## src/rtl/kolibri_pkg.sv

```systemverilog
// Shared definitions for the SD-card SPI master: register map, status bits,
// the shift-engine state encoding and the bus sample record.
package kolibri_pkg;
  localparam logic [1:0] REG_DATA = 2'd0;
  localparam logic [1:0] REG_CTRL = 2'd1;
  localparam logic [1:0] REG_DIV  = 2'd2;

  localparam int CTRL_SS0  = 0;
  localparam int CTRL_SS1  = 1;
  localparam int CTRL_AUTO = 2;
  localparam int STAT_OVR  = 6;
  localparam int STAT_BUSY = 7;

  localparam int DIV_RESET = 59;

  typedef enum logic [1:0] {IDLE, LOW, HIGH} spiState_t;

  typedef struct packed {
    logic       nCs;
    logic       rw;
    logic [1:0] a;
    logic [7:0] din;
  } busSample_t;
endpackage

```

## src/rtl/spi_shift_engine.sv

```systemverilog
// Mode-0 SPI byte engine: half-period divider, bit counter, combined tx/rx
// shift register. One byte per start; start is ignored unless idle.
module spi_shift_engine
  import kolibri_pkg::*;
#(
  parameter int DIV_W = 8
) (
  input  logic             clk,
  input  logic             rst,
  input  logic             start,
  input  logic [7:0]       txByte,
  input  logic [DIV_W-1:0] div,
  input  logic             miso,
  output logic             busy,
  output logic [7:0]       rxByte,
  output logic             sclk,
  output logic             mosi
);
  spiState_t        state, stateN;
  logic [DIV_W-1:0] cnt, cntN, divLat, divLatN;
  logic [2:0]       bitCnt, bitCntN;
  logic [7:0]       shReg, shRegN, rxN;
  logic             sclkN, mosiN;

  assign busy = (state != IDLE);

  always_ff @(posedge clk or posedge rst) begin
    if (rst) begin
      state  <= IDLE;
      cnt    <= '0;
      divLat <= '0;
      bitCnt <= '0;
      shReg  <= 8'hFF;
      rxByte <= 8'hFF;
      sclk   <= 1'b0;
      mosi   <= 1'b1;
    end else begin
      state  <= stateN;
      cnt    <= cntN;
      divLat <= divLatN;
      bitCnt <= bitCntN;
      shReg  <= shRegN;
      rxByte <= rxN;
      sclk   <= sclkN;
      mosi   <= mosiN;
    end
  end

  // Shift register sends from the MSB and collects MISO into the LSB, so
  // after eight rising edges it holds exactly the received byte.
  always_comb begin
    stateN  = state;
    cntN    = cnt;
    divLatN = divLat;
    bitCntN = bitCnt;
    shRegN  = shReg;
    rxN     = rxByte;
    sclkN   = sclk;
    mosiN   = mosi;
    case (state)
      IDLE: if (start) begin
        stateN  = LOW;
        divLatN = div;
        cntN    = div;
        bitCntN = '0;
        shRegN  = txByte;
        mosiN   = txByte[7];
        sclkN   = 1'b0;
      end
      LOW: if (cnt == '0) begin
        cntN   = divLat;
        stateN = HIGH;
        sclkN  = 1'b1;
        shRegN = {shReg[6:0], miso};
      end else cntN = cnt - 1'b1;
      HIGH: if (cnt == '0) begin
        cntN  = divLat;
        sclkN = 1'b0;
        if (bitCnt == 3'd7) begin
          stateN = IDLE;
          rxN    = shReg;
          mosiN  = 1'b1;
        end else begin
          stateN  = LOW;
          bitCntN = bitCnt + 1'b1;
          mosiN   = shReg[7];
        end
      end else cntN = cnt - 1'b1;
      default: stateN = IDLE;
    endcase
  end
endmodule

```

## src/rtl/sd_spi_ctrl.sv

```systemverilog
// CPU register window ($FE30-$FE33) for the SD-card SPI master: nE
// synchroniser, register file, chip-select decode and read side-effects.
module sd_spi_ctrl #(
  parameter int DIV_W     = 8,
  parameter int DIV_RESET = kolibri_pkg::DIV_RESET
) (
  input  logic       MHZ48,
  input  logic       RES,
  input  logic       nE,
  input  logic       nCS,
  input  logic       RW,
  input  logic [1:0] A,
  input  logic [7:0] DIN,
  output logic [7:0] DOUT,
  output logic       DOE,
  output logic       nSD0,
  output logic       nSD1,
  output logic       SCLK,
  output logic       MOSI,
  input  logic       MISO
);
  import kolibri_pkg::*;

  logic             s1, s2;
  busSample_t       st1, st2;
  logic             ss0, ss1, autoRd, ovr;
  logic [DIV_W-1:0] divReg;
  logic             busy, commit, wrStart, rdStart, startReq;
  logic [7:0]       txByte, rxByte;

  // Commit on the synchronised rising edge of nE, i.e. the end of the bus
  // phase; st2 then holds the bus as sampled while nE was still low.
  always_ff @(posedge MHZ48 or posedge RES) begin
    if (RES) begin
      s1  <= 1'b1;
      s2  <= 1'b1;
      st1 <= '{nCs: 1'b1, rw: 1'b0, a: 2'b0, din: 8'h00};
      st2 <= '{nCs: 1'b1, rw: 1'b0, a: 2'b0, din: 8'h00};
    end else begin
      s1  <= nE;
      s2  <= s1;
      st1 <= '{nCs: nCS, rw: RW, a: A, din: DIN};
      st2 <= st1;
    end
  end

  always_comb begin
    commit   = s1 & ~s2 & ~st2.nCs;
    wrStart  = commit & ~st2.rw & (st2.a == REG_DATA);
    rdStart  = commit & st2.rw & (st2.a == REG_DATA) & autoRd;
    startReq = wrStart | rdStart;
    txByte   = wrStart ? st2.din : 8'hFF;
  end

  always_ff @(posedge MHZ48 or posedge RES) begin
    if (RES) begin
      ss0    <= 1'b0;
      ss1    <= 1'b0;
      autoRd <= 1'b0;
      ovr    <= 1'b0;
      divReg <= DIV_W'(DIV_RESET);
    end else begin
      if (commit & ~st2.rw & (st2.a == REG_CTRL)) begin
        ss0    <= st2.din[CTRL_SS0];
        ss1    <= st2.din[CTRL_SS1];
        autoRd <= st2.din[CTRL_AUTO];
      end
      if (commit & ~st2.rw & (st2.a == REG_DIV))
        divReg <= DIV_W'(st2.din);
      if (startReq & busy)
        ovr <= 1'b1;
      else if (commit & st2.rw & (st2.a == REG_CTRL))
        ovr <= 1'b0;
    end
  end

  spi_shift_engine #(.DIV_W(DIV_W)) engine (
    .clk    (MHZ48),
    .rst    (RES),
    .start  (startReq & ~busy),
    .txByte (txByte),
    .div    (divReg),
    .miso   (MISO),
    .busy   (busy),
    .rxByte (rxByte),
    .sclk   (SCLK),
    .mosi   (MOSI)
  );

  // SS0 wins so the two cards can never be selected together.
  assign nSD0 = ~ss0;
  assign nSD1 = ~(ss1 & ~ss0);
  assign DOE  = ~nCS & RW & ~nE;

  always_comb begin
    DOUT = 8'h00;
    case (A)
      REG_DATA: DOUT = rxByte;
      REG_CTRL: DOUT = {busy, ovr, 3'b000, autoRd, ss1, ss0};
      REG_DIV:  DOUT = 8'(divReg);
      default:  DOUT = 8'h00;
    endcase
  end
endmodule

```

## config.mk

```make
export PLATFORM = sky130hd
export DESIGN_NAME = sd_spi_ctrl
export DESIGN_NICKNAME = d
export VERILOG_FILES = /design/src/rtl/kolibri_pkg.sv /design/src/rtl/spi_shift_engine.sv /design/src/rtl/sd_spi_ctrl.sv
export SDC_FILE = /design/constraint.sdc
export NUM_CORES = 1
export LEC_CHECK = 0
export BUFFER_PORTS_ARGS = -buffer_cell sky130_fd_sc_hd__buf_4
export CORE_MARGIN = 2
export CORE_UTILIZATION = 46
export DETAILED_ROUTE_END_ITERATION = 8
export RECOVER_POWER = 100
export SYNTH_ARGS = -nofsm -noshare
export SYNTH_HDL_FRONTEND = slang
export SYNTH_HIERARCHICAL = 1
export SYNTH_SLANG_ARGS = --single-unit
```

## constraint.sdc

```tcl
create_clock -name MHZ48 -period 2.73 [get_ports MHZ48]
set_input_delay 0.4095 -clock MHZ48 [delete_from_list [all_inputs] [get_ports MHZ48]]
set_output_delay 0.4095 -clock MHZ48 [all_outputs]
set_load 0.01 [all_outputs]
```

==> impl_metrics.csv <==
group,metric,value,unit
logic_synthesis,synthDistinctLibCells,49,
power,p_sw,1.37,mW
sta,finalCritPeriodShare,88.8,%
status,status,"finished with violations",
sta,final-setup-viol-count,0,
place,gp_congestion,0.854,
worst_setup_path,critical_path.endpoint_type,"flop",
worst_setup_path,worst_r2r_path_depth,4,
logic_synthesis,synth_simple_gate_area_share,13.6,%
finish,proportion_of_layout_cells_with_a_drive_suffix_above_1,33.0,%
power,power.density_cell_area,921,mW/mm^2
place,numPortBuffers,28,
die,overall_die_area,0.00854,sq mm
sta,achievable-frequency,0.413,GHz
die,die_h,92.4,microns
die,io_pins,29,
detailed_routing,maxUsedRoutingLayer,"met4",
detailed_routing,detail_route.wirelength.met1,3150,microns
sta,fin_tns_setup,0,ps
logic_synthesis,synth_area_per_cell,12.3,sq um
detailed_routing,drt_wl_total,7180,microns
cts,clkTransAtPathRegs,80,ps
sta,grt_setup_unrepaired,"no",
power,total_leakage_power,1.66,nW
grt,first_global_vias,2378,
cts,post-cts-setup-buffers,0,
detailed_routing,drtPass1Iterations,4,
sta,timing.final.max_slew_violations,79,
logic_synthesis,mappedNetlistNets,317,
logic_synthesis,netlist_area,0.00360,sq mm
detailed_routing,avgViaCountPerCell,5.39,
cts,root_buffer,"sky130_fd_sc_hd__clkbuf_8",
die,row_count,32,
worst_setup_path,worst-endpoint-required,3010,ps
grt,grt_overflow,0,
logic_synthesis,synth_top_cell_area_share,35.5,%
logic_synthesis,synth.top_cells.by_area,"sky130_fd_sc_hd__dfrtp_1, sky130_fd_sc_hd__dfstp_2, sky130_fd_sc_hd__mux2_2",
flow_run,max_cap_check_violation_count,2,
cts,clkSinkCount,77,
cts,post_cts_resize_count,0,
sta,tightest_slew,2170,ps
sta,fin_hold_ws,165,ps
hold_path,hold_path.class,"in -> reg",
logic_synthesis,top_cells_by_instance_count_after_synthesis,"sky130_fd_sc_hd__dfrtp_1, sky130_fd_sc_hd__mux2_2, sky130_fd_sc_hd__dfstp_2",
place,hpwlAfterDp,5240,microns
cts,cts_max_path_buffers,2,
hold_path,worst_hold_path.endpoint,"s1",
die,core_area,0.00765,sq mm
worst_setup_path,critPathArrivalTime,2700,ps
grt,global_route.usage.total,18.4,%
detailed_routing,ant_nets,0,
sta,fin_skew,6.86,ps
power,p_int,2.30,mW
detailed_routing,routed-wl-met3,239,microns
die,die_width,92.4,microns
logic_synthesis,synth-adder-area-share,2.78,%
worst_setup_path,rr_startpoint,"engine/cnt[4]",
cts,clock_tree_from_tritoncts,"yes",
power,p_sw_share,37.3,%
sta,report.final.hold_viol_count,0,
finish,fillers,689,
worst_setup_path,regToRegEndpoint,"engine/rxByte[4]",
status,violations,"max-capacitance violations, max-slew violations",
logic_synthesis,synth-seq-area-share,54.5,%
detailed_routing,met2WireLength,3690,microns
logic_synthesis,yosys.cell_count.top_type,"sky130_fd_sc_hd__dfrtp_1",
worst_setup_path,critPathKind,"reg -> reg",
grt,grt_first_pass_wirelength,11900,microns
power,seq_power_share,43.5,%
logic_synthesis,netlist.top_cell.by_area,"sky130_fd_sc_hd__dfrtp_1",
grt,antenna_violations_before_repair,0,
power,p_comb_share,35.8,%
logic_synthesis,yosys.area_share.xor_xnor,0.730,%
logic_synthesis,post_synth_mux_area_share,18.0,%
finish,regArea,0.00196,sq mm
cts,cts_hold_buf,0,
finish,synthToLayoutAreaGrowth,10.9,%
power,power_frac_clock,20.7,%
hold_path,min_delay_path_depth,1,
finish,multi_input_comb_area,0.00150,sq mm
cts,clk_latency,350,ps
logic_synthesis,synth-main-ff-cell,"sky130_fd_sc_hd__dfrtp_1",
sta,maxSlewHeadroom,-44.5,%
cts,cts_made_buffers,9,
logic_synthesis,synth-compound-area-share,7.65,%
hold_path,holdCritStartpoint,"nE",
logic_synthesis,synth-edff-count,0,
sta,timing.final.crit_period,2420,ps
finish,final_nets,352,
detailed_routing,drc,0,
detailed_routing,route.detailed.wl_per_inst,16.5,microns
detailed_routing,dr.first_iter.drc_count,99,
die,initial_utilization,47.0,%
power,peakVddDrop,0.368,mV
detailed_routing,vias,2345,
logic_synthesis,ys_warn_count,6,
logic_synthesis,synthArstFlopShare,100,%
worst_setup_path,startpoint_type,"flop",
worst_setup_path,max_fo_critical_path,9,
logic_synthesis,largest_family_of_logic_cells_by_synthesized_area,"multiplexers",
logic_synthesis,synth-seq-cells,77,
logic_synthesis,postSynthCellCount,293,
grt,grt_max_degree,40,
cts,clock_tree.htree_level_count,3,
worst_setup_path,timing.reg2reg.setup_slack,310,ps
finish,diodes,0,
cell usage in the layout, fill, tap and decap left out, types with 3 or more instances in the layout:
master                        n
sky130_fd_sc_hd__mux2_2      43
sky130_fd_sc_hd__dfrtp_1     51
sky130_fd_sc_hd__o21ai_0     16
sky130_fd_sc_hd__inv_1       13
sky130_fd_sc_hd__a21oi_1      6
sky130_fd_sc_hd__nand2_1     17
sky130_fd_sc_hd__mux2i_1     14
sky130_fd_sc_hd__clkbuf_8     9
sky130_fd_sc_hd__clkbuf_1    19
sky130_fd_sc_hd__dfstp_2     24
sky130_fd_sc_hd__nor3_1       6
sky130_fd_sc_hd__ha_1         8
sky130_fd_sc_hd__clkinvlp_4   4
sky130_fd_sc_hd__nand3b_1     4
sky130_fd_sc_hd__or2_2        8
sky130_fd_sc_hd__clkbuf_4    11
sky130_fd_sc_hd__a211oi_1     6
sky130_fd_sc_hd__buf_4        3
sky130_fd_sc_hd__nand3_1      6
sky130_fd_sc_hd__nor3b_1      4
sky130_fd_sc_hd__nor2_1      20
metrics by stage:
stage	power (mW)	cell area, sq um	cells	util (%)	setup WS, ps
after floorplan	2.66	3600	293	-	655
after global placement	2.99	3920	419	51.3	544
after detailed placement	3.01	3920	419	51.3	457
after CTS	3.78	4100	435	53.6	455
after global routing	3.94	3990	435	52.1	119
final	3.67	3990	435	52.1	307
flip-flops by register name, summed over array words and instances, names as in the netlist:
register       cells
st1               12
st2               12
divReg             8
engine/cnt         8
engine/divLat      8
engine/rxByte      8
engine/shReg       8
engine/bitCnt      3
engine/state       2
autoRd             1
engine/mosi        1
engine/sclk        1
ovr                1
s1                 1
s2                 1
ss0                1
ss1                1
how the worst max path moves through the flow:
stage | startpoint | endpoint | slack [ps] | cells after the start
final | engine/cnt[4] | engine/rxByte[4] | 310 | 4
after global routing | RES | engine/cnt[0] | 120 | 3
after CTS | engine/state[1] | engine/cnt[1] | 460 | 7
after detailed placement | engine/state[1] | engine/cnt[1] | 460 | 7
after global placement | engine/state[1] | engine/cnt[1] | 540 | 7
after floorplan | s1 | engine/cnt[6] | 660 | 8
worst max-delay path, stage by stage (launching register included):
cell                      delay (ps)
sky130_fd_sc_hd__dfrtp_1         480
sky130_fd_sc_hd__nor4_2          550
sky130_fd_sc_hd__nand3_4         240
sky130_fd_sc_hd__nor3_2          660
sky130_fd_sc_hd__mux2_2          410
layer usage:
layer / up-vias / global-route usage [%]
li1: 1109 / -
met1: 1178 / 23.7
met2: 50 / 30.4
met3: 8 / 5.21
met4: 0 / 5.72
met5: - / 0
kinds of logic (layout without fill, tap and decap cells):
group / Yosys count / after routing
AO/OA/AOI/OAI: 41 / 41
XOR/XNOR: 3 / 3
adder cells (fa/ha/maj): 8 / 8
buffers and inverters: 22 / 62
flip-flops: 77 / 77
multiplexers: 59 / 59
AND/OR/NAND/NOR: 83 / 83
final cells by class:
type	count	area share, %
clock buffers	9	3.11
clock inverters	7	1.29
inverters	13	1.22
multi-input cells	194	37.6
flip-flops and latches	77	49.1
well taps	102	3.20
repair buffers	33	4.42
power groups by stage:
stage | clock (mW) | combinational (mW) | sequential [mW]
detailed placement | 0 | 1.38 | 1.63
floorplan | 0 | 1.10 | 1.55
finish | 0.759 | 1.31 | 1.60
global placement | 0 | 1.36 | 1.63
CTS | 0.785 | 1.39 | 1.61
global route | 0.839 | 1.46 | 1.63
(Power assumes the default switching activity.)
